**src/rtl/nfc_command_dispatcher.sv**
```systemverilog
// Arbitrates one Atomic Command Generator port among several NFC command modules.
// A start pulse claims the port. The owner's signals then pass through until its last step or a watchdog release.
module nfc_command_dispatcher #(
   parameter int NumberOfWays  = 4,
   parameter int NumOfCmds     = 4,
   parameter int TimeoutCycles = 1048576
) (
   input  logic                          iSystemClock,
   input  logic                          iReset,
   input  logic [NumOfCmds-1:0]          iStart,
   input  logic [NumOfCmds-1:0]          iLastStep,
   input  logic [NumOfCmds-1:0]          iCMDReady,
   input  logic [NumOfCmds*8-1:0]        iCmd_Command,
   input  logic [NumOfCmds*3-1:0]        iCmd_CommandOption,
   input  logic [NumOfCmds*NumberOfWays-1:0] iCmd_TargetWay,
   input  logic [NumOfCmds*16-1:0]       iCmd_NumOfData,
   input  logic [NumOfCmds-1:0]          iCmd_CASelect,
   input  logic [NumOfCmds*40-1:0]       iCmd_CAData,
   input  logic [NumOfCmds*16-1:0]       iCmd_WriteData,
   input  logic [NumOfCmds-1:0]          iCmd_WriteLast,
   input  logic [NumOfCmds-1:0]          iCmd_WriteValid,
   output logic [NumOfCmds-1:0]          oCmd_WriteReady,
   output logic [7:0]                    oACG_Command,
   output logic [2:0]                    oACG_CommandOption,
   output logic [NumberOfWays-1:0]       oACG_TargetWay,
   output logic [15:0]                   oACG_NumOfData,
   output logic                          oACG_CASelect,
   output logic [39:0]                   oACG_CAData,
   output logic [15:0]                   oACG_WriteData,
   output logic                          oACG_WriteLast,
   output logic                          oACG_WriteValid,
   input  logic                          iACG_WriteReady,
   output logic                          oCMDReady,
   output logic                          oBusy,
   output logic [2:0]                    oOwner,
   output logic                          oConflict,
   output logic                          oTimeout
);

   typedef enum logic [1:0] {StIdle, StGrant, StBusy, StRelease} state_t;

   localparam logic [20:0] TimeoutLast = 21'(TimeoutCycles - 1);

   state_t      state_q;
   logic [2:0]  owner_q;
   logic [20:0] watchdog_q;
   logic        conflict_q;
   logic        timeout_q;

   logic [2:0]  startOwner;
   logic [3:0]  startCount;
   logic        ownerLast;

   // The lowest requesting index wins. The request count is used to detect simultaneous claims.
   always_comb begin
      startOwner = '0;
      startCount = '0;
      ownerLast  = 1'b0;
      for (int k = NumOfCmds - 1; k >= 0; k--) begin
         if (iStart[k]) startOwner = 3'(k);
         startCount = startCount + 4'(iStart[k]);
         if (owner_q == 3'(k)) ownerLast = iLastStep[k];
      end
   end

   // GRANT and RELEASE are single guard cycles around the owner's tenure.
   // Any start outside IDLE is dropped and flagged.
   always_ff @(posedge iSystemClock) begin
      if (iReset) begin
         state_q    <= StIdle;
         owner_q    <= '0;
         watchdog_q <= '0;
         conflict_q <= 1'b0;
         timeout_q  <= 1'b0;
      end else begin
         timeout_q  <= 1'b0;
         conflict_q <= |iStart;
         case (state_q)
            StIdle: begin
               conflict_q <= (startCount > 4'd1);
               if (|iStart) begin
                  owner_q <= startOwner;
                  state_q <= StGrant;
               end
            end
            StGrant: begin
               watchdog_q <= '0;
               state_q    <= StBusy;
            end
            StBusy: begin
               if (ownerLast) begin
                  state_q <= StRelease;
               end else if (watchdog_q == TimeoutLast) begin
                  state_q   <= StRelease;
                  timeout_q <= 1'b1;
               end else begin
                  watchdog_q <= watchdog_q + 21'd1;
               end
            end
            StRelease: state_q <= StIdle;
            default:   state_q <= StIdle;
         endcase
      end
   end

   // Only the owner's signals reach the ACG, and only while BUSY. Every other case drives idle values.
   always_comb begin
      oACG_Command       = '0;
      oACG_CommandOption = '0;
      oACG_TargetWay     = '0;
      oACG_NumOfData     = '0;
      oACG_CASelect      = 1'b1;
      oACG_CAData        = '0;
      oACG_WriteData     = '0;
      oACG_WriteLast     = 1'b0;
      oACG_WriteValid    = 1'b0;
      oCmd_WriteReady    = '0;
      for (int k = 0; k < NumOfCmds; k++) begin
         if (state_q == StBusy && owner_q == 3'(k)) begin
            oACG_Command       = iCmd_Command[8*k +: 8];
            oACG_CommandOption = iCmd_CommandOption[3*k +: 3];
            oACG_TargetWay     = iCmd_TargetWay[NumberOfWays*k +: NumberOfWays];
            oACG_NumOfData     = iCmd_NumOfData[16*k +: 16];
            oACG_CASelect      = iCmd_CASelect[k];
            oACG_CAData        = iCmd_CAData[40*k +: 40];
            oACG_WriteData     = iCmd_WriteData[16*k +: 16];
            oACG_WriteLast     = iCmd_WriteLast[k];
            oACG_WriteValid    = iCmd_WriteValid[k];
            oCmd_WriteReady[k] = iACG_WriteReady;
         end
      end
   end

   assign oBusy     = (state_q != StIdle);
   assign oCMDReady = (state_q == StIdle) && (&iCMDReady);
   assign oOwner    = owner_q;
   assign oConflict = conflict_q;
   assign oTimeout  = timeout_q;

endmodule

```
**config.mk**
```make
export PLATFORM = sky130hd
export DESIGN_NAME = nfc_command_dispatcher
export DESIGN_NICKNAME = d
export VERILOG_FILES = /design/src/rtl/nfc_command_dispatcher.sv
export SDC_FILE = /design/constraint.sdc
export NUM_CORES = 1
export LEC_CHECK = 0
export ABC_AREA = 0
export CAP_MARGIN = 5
export CORE_AREA = 3 3 186 188
export DETAILED_ROUTE_END_ITERATION = 10
export DIE_AREA = 0 0 189 191
export GPL_TIMING_DRIVEN = 0
export MAX_ROUTING_LAYER = met4
export SLEW_MARGIN = 25
export SYNTH_ARGS = -nofsm -noshare
export SYNTH_HDL_FRONTEND = slang
export SYNTH_SLANG_ARGS = --single-unit
```
**constraint.sdc**
```tcl
create_clock -name iSystemClock -period 2.3 [get_ports iSystemClock]
set_input_delay 0.46 -clock iSystemClock [delete_from_list [all_inputs] [get_ports iSystemClock]]
set_output_delay 0.46 -clock iSystemClock [all_outputs]
set_load 0.01 [all_outputs]
```
==> impl_metrics.tcl <==
set metrics [dict create \
    cts_tree "built" \
    netSwitchingFraction_pct 37.17 \
    synth.distinct_cells 47 \
    ys.warnings.count 0 \
    rrSetupSlack_ps -40 \
    ys.flop_type "dfxtp_1" \
    hold_buffers 0 \
    drc 0 \
    total_leakage_power_nw 3.922 \
    crit_required_ps 1840 \
    slew_violations 0 \
    die_h_um 191 \
    powerDensity_nw_per_um2 514.7 \
    drive_gt1_share_pct 38.32 \
    first_pass_iters 4 \
    dp_hpwl_um 24670 \
    cts-root-buf "clkbuf_16" \
    wl_um 29170 \
    crit_type "reg2out" \
    path_max_fanout 6 \
    synth_seq_cells 27 \
    avgSynthCellArea_um2 10.90 \
    max_cap_viol_count 0 \
    cts.clk_slew.worst_paths_ps 70 \
    place_congestion 0.8521 \
    cts_buffers 3 \
    grt_max_degree 16 \
    syn_to_final_growth_pct 153.8 \
    critPathMaxStageDelay_ps 540 \
    rows 67 \
    routedWlPerCell_um 21.53 \
    worst_path_max_delay_cell "mux4_2" \
    grt_overflow_total 0 \
    die-area_um2 36100 \
    synth_edf_count 0 \
    die_x_um 189 \
    htreeDepth 1 \
    worst_ep_arrival_time_ps 1980 \
    synth_nets 767 \
    path_cells "buf_12 > clkbuf_16 > buf_12 > buf_16 > mux4_2 > and2_4 > buf_6" \
    worstSkewPairLatency_ps 270 \
    antenna_found_initial 3 \
    grt_pass1_vias 5942 \
    period_minus_slack_ps 2443 \
    status "complete, but fails checks" \
    final-hold-violation-count 0 \
    cts_sinks 27 \
    core-area_um2 33280 \
    finClkSkew_ps 5.405 \
    clockBufferDepth 2 \
    ir_worst_vdd_uv 403.0 \
    syn_area_um2 4219 \
    worst_pin_slew_ps 607.5 \
    start_util_pct 12.68 \
    grt_pass1_wl_um 40670 \
    power.share.clock_pct 7.3 \
    seq_power_share_pct 9.4 \
    fmax_ghz 0.4094 \
    num_vias 5647 \
    critPathCaptureType "primary output" \
    pre_cts_ws_ps -1412 \
    intPower_mw 3.463 \
    worstSetupStartpointType "register" \
    final-setup-viol-count 74 \
    ys_seq_area_share_pct 12.81 \
    postRouteAntennaNets 0 \
    dr.first_iter.drc_count 233 \
    final_util_pct 32.17 \
    hold_path_class "reg2reg" \
    ios 476 \
    setup_ws_ps -142.7 \
    relSlewSlack_pct 59.50 \
    rsz0062_at_grt "yes" \
    power_switching_mw 2.048 \
    nets 1284 \
    io_buffers 474 \
    vias_per_cell 4.168 \
    synthArstFlopShare_pct 0 \
    combPwrFrac_pct 83.3 \
    failed_checks "setup timing" \
    final.period_utilization_pct 106.2 \
    grt_use_total_pct 15.47 \
    synthCells 387 \
    crit_top_cell "buf_12" \
]
[worst paths after layout]
| path | from | to | depth (start not counted) |
|---|---|---|---|
| max | oOwner[0]$_SDFFE_PP0P_ | oACG_CAData[29] | 7 |
| max reg2reg | oOwner[0]$_SDFFE_PP0P_ | watchdog_q[17]$_SDFFE_PP0P_ | 8 |
| min | state_q[0]$_SDFFE_PP0P_ | state_q[0]$_SDFFE_PP0P_ | 1 |
| min reg2reg | state_q[0]$_SDFFE_PP0P_ | state_q[0]$_SDFFE_PP0P_ | 1 |
[power by group through the flow]
stage / Clock (mW) / Sequential, mW / Combinational, mW
after floorplan: 0 / 0.524 / 1.65
after global placement: 0 / 0.521 / 3.67
after detailed placement: 0 / 0.523 / 3.67
after CTS: 0.411 / 0.517 / 4.38
after global routing: 0.427 / 0.521 / 4.88
final: 0.401 / 0.519 / 4.59
[final cells by class]
class | instances | area [um^2]
antenna | 4 | 10.01
timing repair buffer | 514 | 5309
buffer | 35 | 405.4
fill | 3425 | 22570
clock inverter | 1 | 5.005
tap | 448 | 560.5
sequential | 27 | 543.0
multi-input combinational | 314 | 3765
clock buffer | 3 | 75.07
inverter | 9 | 33.78
[registers in the layout, indices dropped and copies added (netlist names)]
signal and count:
oTimeout 1, watchdog_q 21, state_q 2, oConflict 1
oOwner 2
[metal layers]
layer | vias to the layer above | GRT usage (%) | part of all wire (%)
met3 | 18 | 3.008 | 6.7
met5 | - | - | 0
li1 | 2584 | - | -
met1 | 2801 | 18.75 | 39
met4 | 0 | 2.750 | 1.3
met2 | 244 | 27.07 | 53
[kinds of logic after synthesis]
logic type / Yosys count / synth area share [%]
buf+inv: 46 / 4.508
flops: 27 / 12.81
other cells: 1 / 0.08888
mux: 92 / 48.81
compound gates: 44 / 7.384
simple gates: 167 / 23.69
fa+ha+maj: 5 / 1.661
xor+xnor: 5 / 1.038
[Yosys cell counts, types with 2 or more instances]
library cell	n	area [um^2]
mux4_2	91	2049
and2_1	90	563.0
clkbuf_1	30	112.6
dfxtp_1	27	540.5
a21oi_1	16	80.08
nor2_1	14	52.55
nand2_1	12	45.04
nand4_1	12	75.07
inv_1	9	33.78
or3_1	7	43.79
o21ai_0	6	30.03
or4_1	6	45.04
buf_2	5	25.02
nand3_1	5	25.02
o31ai_1	5	37.54
and3_1	4	25.02
and4_1	4	35.03
ha_1	4	50.05
nand2b_1	4	25.02
xor2_1	4	35.03
a31oi_1	2	12.51
nor3b_1	2	15.01
nor4_1	2	12.51
o211ai_1	2	15.01
o21a_1	2	15.01
[stage by stage]
step / instance area, um^2 / setup TNS, ps / hold WS [ps] / cells / power (mW)
floorplan: 4220 / 0 / 440.7 / 387 / 2.178
CTS: 10440 / -9197 / 478.6 / 1351 / 5.311
finish: 10710 / -5512 / 479.3 / 1355 / 5.511
global placement: 9525 / -102760 / 449.6 / 1309 / 4.194
global route: 10700 / -10890 / 506.0 / 1354 / 5.824
detailed placement: 9525 / -100850 / 463.8 / 1309 / 4.194
[worst max-delay path, delay by kind of cell, from the launching register on]
kind | cells | cell delay [ps]
buffers and inverters | 5 | 640
multiplexers | 1 | 540
flip-flops | 1 | 350
AND/OR/NAND/NOR | 1 | 180
[timing repair]
item	in CTS	in global routing
setup endpoints to repair	111	101
cloned	8	0
resized for setup	582	118
buffers inserted	30	11
pin swaps	50	24
[cell usage in the layout (no fill, tap or decap), drive strengths merged, types with 2 or more instances in the layout]
master	count
nand2b	4
buf	137
diode	4
or3	7
o31ai	5
nand3	5
nand2	13
dfxtp	27
a21oi	16
clkdlybuf4s50	380
a31oi	2
o211ai	3
o21ai	8
nand4	12
nor4	2
o21a	2
clkbuf	34
nor2	14
nor3b	2
or4	6
and2	90
xor2	4
and3	4
inv	9
ha	4
mux4	91
and4	4
o2111ai	2
No activity file was read; power rests on OpenSTA's default activity.
